**src/rtl/collision_detector.sv**
```systemverilog
// Frame-based ball/paddle/wall collision and scoring for a pong playfield.
// Ports: clk, reset (sync, active-high); frame_tick, serve; bx, by, bx_dir,
//   by_dir, pl_y, pr_y in; paddle_collision, wall_collision, score_left,
//   score_right pulses and in_play level out.
module collision_detector #(
  parameter int SCREEN_W   = 640,
  parameter int SCREEN_H   = 480,
  parameter int BALL_SIZE  = 8,
  parameter int PADDLE_W   = 8,
  parameter int PADDLE_H   = 64,
  parameter int PADDLE_L_X = 16,
  parameter int PADDLE_R_X = 616,
  parameter int HOLDOFF    = 4
) (
  input  logic       clk,
  input  logic       reset,
  input  logic       frame_tick,
  input  logic       serve,
  input  logic [9:0] bx,
  input  logic [9:0] by,
  input  logic       bx_dir,
  input  logic       by_dir,
  input  logic [9:0] pl_y,
  input  logic [9:0] pr_y,
  output logic       paddle_collision,
  output logic       wall_collision,
  output logic       score_left,
  output logic       score_right,
  output logic       in_play
);

  typedef enum logic [1:0] {
    IDLE,
    EVAL,
    SCORED
  } state_t;

  localparam logic [10:0] K_BS    = 11'(BALL_SIZE);
  localparam logic [10:0] K_PH    = 11'(PADDLE_H);
  localparam logic [10:0] K_LX    = 11'(PADDLE_L_X);
  localparam logic [10:0] K_LX_HI = 11'(PADDLE_L_X + PADDLE_W);
  localparam logic [10:0] K_RX    = 11'(PADDLE_R_X);
  localparam logic [10:0] K_RX_HI = 11'(PADDLE_R_X + PADDLE_W);
  localparam logic [10:0] K_WALL  = 11'(SCREEN_H - BALL_SIZE);
  localparam logic [10:0] K_EDGE  = 11'(SCREEN_W - BALL_SIZE);
  localparam logic [2:0]  K_HOLD  = 3'(HOLDOFF);

  state_t state, state_nx;

  logic [9:0] r_bx, r_by, r_pl, r_pr;
  logic       r_bxd, r_byd;
  logic       sup;
  logic [2:0] cnt;

  logic [10:0] x, y, pl, pr;
  logic        wall_hit, l_hit, r_hit;
  logic        pad, sc_l, sc_r, wall;

  // Zero-extend so sums such as x+BALL_SIZE never wrap.
  assign x  = {1'b0, r_bx};
  assign y  = {1'b0, r_by};
  assign pl = {1'b0, r_pl};
  assign pr = {1'b0, r_pr};

  always_comb begin
    wall_hit = ((y == 11'd0) && !r_byd) ||
               ((y >= K_WALL) && r_byd);
    l_hit = !r_bxd &&
            (x <= K_LX_HI) &&
            (x + K_BS > K_LX) &&
            (y + K_BS > pl) &&
            (y < pl + K_PH);
    r_hit = r_bxd &&
            (x + K_BS >= K_RX) &&
            (x < K_RX_HI) &&
            (y + K_BS > pr) &&
            (y < pr + K_PH);
    pad  = (l_hit || r_hit) && !sup;
    sc_r = (x == 11'd0) && !r_bxd && !pad;
    sc_l = (x >= K_EDGE) && r_bxd && !pad;
    // A score ends the rally, so a wall bounce is meaningless.
    wall = wall_hit && !(sc_l || sc_r);
  end

  always_comb begin
    state_nx = state;
    unique case (state)
      IDLE:    if (frame_tick) state_nx = EVAL;
      EVAL:    state_nx = (sc_l || sc_r) ? SCORED : IDLE;
      SCORED:  if (serve) state_nx = IDLE;
      default: state_nx = SCORED;
    endcase
  end

  always_ff @(posedge clk) begin
    if (reset) begin
      state            <= SCORED;
      r_bx             <= '0;
      r_by             <= '0;
      r_pl             <= '0;
      r_pr             <= '0;
      r_bxd            <= 1'b0;
      r_byd            <= 1'b0;
      sup              <= 1'b0;
      cnt              <= '0;
      paddle_collision <= 1'b0;
      wall_collision   <= 1'b0;
      score_left       <= 1'b0;
      score_right      <= 1'b0;
      in_play          <= 1'b0;
    end else begin
      state            <= state_nx;
      paddle_collision <= 1'b0;
      wall_collision   <= 1'b0;
      score_left       <= 1'b0;
      score_right      <= 1'b0;
      if (state == IDLE && frame_tick) begin
        r_bx  <= bx;
        r_by  <= by;
        r_pl  <= pl_y;
        r_pr  <= pr_y;
        r_bxd <= bx_dir;
        r_byd <= by_dir;
        sup   <= (cnt != 3'd0);
        if (cnt != 3'd0) cnt <= cnt - 3'd1;
      end
      if (state == EVAL) begin
        paddle_collision <= pad;
        wall_collision   <= wall;
        score_left       <= sc_l;
        score_right      <= sc_r;
        if (pad) cnt <= K_HOLD;
        if (sc_l || sc_r) in_play <= 1'b0;
      end
      if (state == SCORED && serve) begin
        cnt     <= '0;
        in_play <= 1'b1;
      end
    end
  end

endmodule

```
**config.mk**
```make
export PLATFORM = sky130hd
export DESIGN_NAME = collision_detector
export DESIGN_NICKNAME = d
export VERILOG_FILES = /design/src/rtl/collision_detector.sv
export SDC_FILE = /design/constraint.sdc
export NUM_CORES = 1
export LEC_CHECK = 0
export ABC_CLOCK_PERIOD_IN_PS = 2450
export CORE_MARGIN = 2
export CORE_UTILIZATION = 49
export DETAILED_ROUTE_END_ITERATION = 6
export GPL_TIMING_DRIVEN = 0
export HOLD_SLACK_MARGIN = 0.06
export PLACE_DENSITY = 0.85
export SLEW_MARGIN = 25
export SYNTH_ARGS = -nofsm -noshare
export SYNTH_HDL_FRONTEND = slang
export SYNTH_SLANG_ARGS = --single-unit
```
**constraint.sdc**
```tcl
create_clock -name clk -period 2.45 [get_ports clk]
set_input_delay 0.3675 -clock clk [delete_from_list [all_inputs] [get_ports clk]]
set_output_delay 0.3675 -clock clk [all_outputs]
set_load 0.02 [all_outputs]
```
==> impl_metrics.toml <==
[run_status]
result_of_the_run = "complete, but fails checks"
violations_in_the_final_reports = "negative setup slack"

[sta]
period_share_pct = 112.2
worst_slew_margin_rel_pct = 57.89
hold_viol_final = 0
layout_setup_ws_ns = -0.2984
unrepaired_setup_endpoints_after_global_routing = "yes"
max_freq_mhz = 363.8
final-setup-viol-count = 9
max_slew.worst_pin.slew_ns = 0.6289
min_period_ns = 2.748
slew_violations = 0
clock_skew_ns = 0.005319

[floorplan]
pin_count = 51
dieArea_um2 = 7144
rows = 29
initial_core_utilization_pct = 50.32
core_area_um2 = 6314
chipHeight_um = 84.52
die_x_um = 84.52

[power_and_ir_drop]
power.density_cell_area_nw_per_um2 = 460.0
report.power.total_mw = 1.931
power.static_leakage_nw = 1.609
vdd_drop_max_uv = 308.1

[layout]
num_antenna_cells = 0
post_layout_nonfiller_instances = 560
final_nets = 570
post_route_cells_drive_above_1_share_pct = 10.77
layout-area-overhead-vs-synth_pct = 32.14

[synth]
post_synth_main_area_contributors = "sky130_fd_sc_hd__dfxtp_1, sky130_fd_sc_hd__ha_1, sky130_fd_sc_hd__nand2_1"
synthesis.yosys.warnings = 0
synth-adder-area-share_pct = 16.54
dominantRegCellSynth = "sky130_fd_sc_hd__dfxtp_1"
synth.top_cell.area_share_pct = 33.40
synth.most_common_cell = "sky130_fd_sc_hd__nand2_1"
synthDistinctLibCells = 45
synth.area.mux_share_pct = 0.3151
synth-edff-count = 0
ys_seq_elements = 53
synth_top_cell_by_area = "sky130_fd_sc_hd__dfxtp_1"
post_synth_xor_area_fraction_pct = 3.308
synthesis.nets = 497
synth_common_cells = "sky130_fd_sc_hd__nand2_1, sky130_fd_sc_hd__a21oi_1, sky130_fd_sc_hd__dfxtp_1, sky130_fd_sc_hd__ha_1, sky130_fd_sc_hd__inv_1"
share_of_the_synthesized_area_in_compound_gates_ao_oa_aoi_oai_pct = 18.91
syn-cell-area_um2 = 3177
post_synth.cell_area_avg_um2 = 7.767
fraction_of_registers_with_async_set_reset_pct = 0
share_of_synthesized_area_occupied_by_flip_flops_and_latches_pct = 33.40
synthCells = 409
combinational_family_with_the_most_area_after_synthesis = "simple AND/OR/NAND/NOR gates"
post_synth_and_or_nand_nor_area_fraction_pct = 22.06

[clock_tree]
cts.htree.levels = 2
insertion_delay_ns = 0.31
cts_root_buffer = "sky130_fd_sc_hd__clkbuf_8"
clkTransAtPathRegs_ns = 0.09
clock_tree_from_tritoncts = "yes"
cts_buffer_depth = 2
cts_num_sinks = 53
cts-buffers-inserted = 5

[critical_path]
critical_path.slowest_cell = "sky130_fd_sc_hd__dfxtp_4"
critical_path_peak_fanout = 5
slack_of_the_worst_reg_to_reg_path_ns = -0.30
worst-setup-path-type = "reg -> reg"
worst_path_dominant_cell_family = "compound AO/OA/AOI/OAI gates"
max_stage_delay_ns = 0.40
required_ns = 2.65
worst_setup_path_end_kind = "register"
critical_path.startpoint_type = "register"
path_cells = "ha_4 -> nand3_4 -> xnor2_2 -> ha_1 -> nand4_1 -> a211oi_2 -> a311oi_2 -> o21ba_2 -> nor4_4 -> a21oi_4 -> a311o_1"
worstPathArrival_ns = 2.95
critical_path.n_buffers_inverters = 0

[routing]
drt_pass1_iterations = 5
drt-wirelength-per-cell_um = 15.99
wl_met3_um = 568
met2_length_mm = 4.599
drt.antenna.violating_nets = 0
via_count = 3246
drt_drc_violations_left = 0
drc_marker_count_from_the_first_detailed_route_iteration = 205
highest-signal-layer = "met4"
routed_wl_mm = 8.957
via_per_inst = 5.796
routed_metal_1_wire_length_mm = 3.417

[grt]
grt.total_usage_pct = 24.04
grt_pass1_wl_mm = 14.03
first_global_vias = 3193
antenna_found_initial = 0
grt-ovfl-total = 0
maximum_number_of_pins_on_one_net_before_global_route_repair = 16

[placement]
dpl.hpwl_mm = 6.019
gp_congestion = 0.8769
port_buffers = 50
post-place-ws_ns = -0.3099
dp.cells = 536

[flow_run]
max_cap_violations = 0

[worst_hold_path]
hold_path.class = "reg -> reg"
[report_power, final]
part	total (mW)	internal [mW]	switching, mW
logic	0.519	0.247	0.273
clock network	0.480	0.199	0.281
registers	0.932	0.893	0.0383
total	1.93	1.34	0.592
[area by class of cell]
| type | count | area (um2) |
|---|---|---|
| multi-input combinational | 313 | 2120 |
| fill | 538 | 2116 |
| sequential | 53 | 1084 |
| timing repair buffer | 65 | 641.9 |
| inverter | 28 | 105.1 |
| tap | 77 | 96.34 |
| clock buffer | 6 | 72.57 |
| buffer | 16 | 68.82 |
| clock inverter | 2 | 10.01 |
[worst paths after layout]
path,start,cells after the start,end
worst min-delay path,r_pl[1]$_SDFFE_PP0P_,2,r_pl[1]$_SDFFE_PP0P_
worst max register to register,r_by[4]$_SDFFE_PP0P_,11,state[1]$_SDFFE_PP1P_
worst max-delay path,r_by[4]$_SDFFE_PP0P_,11,state[1]$_SDFFE_PP1P_
worst min register to register,r_pl[1]$_SDFFE_PP0P_,2,r_pl[1]$_SDFFE_PP0P_
[per-stage QoR]
step                      hold WS [ns]  instance area [um2]  TNS (ns)  util, %
final                           0.4605                 4198    -2.144    66.49
after global routing            0.4816                 4198    -2.991    66.49
after CTS                       0.4599                 4039    -1.592    63.97
after detailed placement        0.4465                 3794    -2.597    60.09
after global placement          0.4437                 3794    -1.849    60.09
after floorplan                 0.4363                 3197         0        -
[registers in the layout, summed over array words and instances, names as in the netlist]
name / cells
r_pl: 10
r_pr: 10
paddle_collision: 1
cnt: 3
r_bxd: 1
state: 2
r_bx: 10
wall_collision: 1
score_right: 1
r_by: 10
r_byd: 1
score_left: 1
sup: 1
in_play: 1
[what timing repair did]
item / in CTS / in global routing
pin swaps: 19 / 8
cloned: 1 / 0
hold buffers: 0 / 0
resized for setup: 17 / 16
setup endpoints to repair: 9 / 9
buffers inserted: 10 / 5
[kinds of logic (layout without fill, tap and decap cells)]
| group | count (synthesis) | count (layout) |
|---|---|---|
| AOI/OAI and AO/OA | 101 | 102 |
| buffers and inverters | 44 | 117 |
| and+or+nand+nor | 156 | 156 |
| muxes | 1 | 1 |
| DFF | 53 | 53 |
| adders and majority gates | 42 | 42 |
| xor gates and xnor gates | 12 | 12 |
[layer usage]
layer,global-route usage (%),vias to the layer above
met2,44.81,159
met1,26.25,1482
met4,10.25,0
li1,-,1556
met5,0,-
met3,4.720,49
[cells in the final DEF (no fill, tap or decap), drive strengths merged, types with 2 or more instances in the layout]
master,count
nand2,99
a21oi,61
dfxtp,53
clkdlybuf4s50,50
ha,42
inv,28
clkbuf,20
buf,17
o21ai,14
nor2,12
xnor2,9
nand3,8
nor3,7
and3,6
a211oi,6
nor4,5
a31oi,4
nand4,4
nand2b,3
xor2,3
and2,2
nand3b,2
o211ai,2
or3,2
a21o,2
a21boi,2
o211a,2
clkinv,2
a311oi,2
[tightest hold or removal path, cell delays in order, from the launching register on]
cell	delay [ns]
sky130_fd_sc_hd__dfxtp_1	0.32
sky130_fd_sc_hd__nand2_1	0.05
sky130_fd_sc_hd__a21oi_1	0.05
Power figures use the tool's default switching activity.
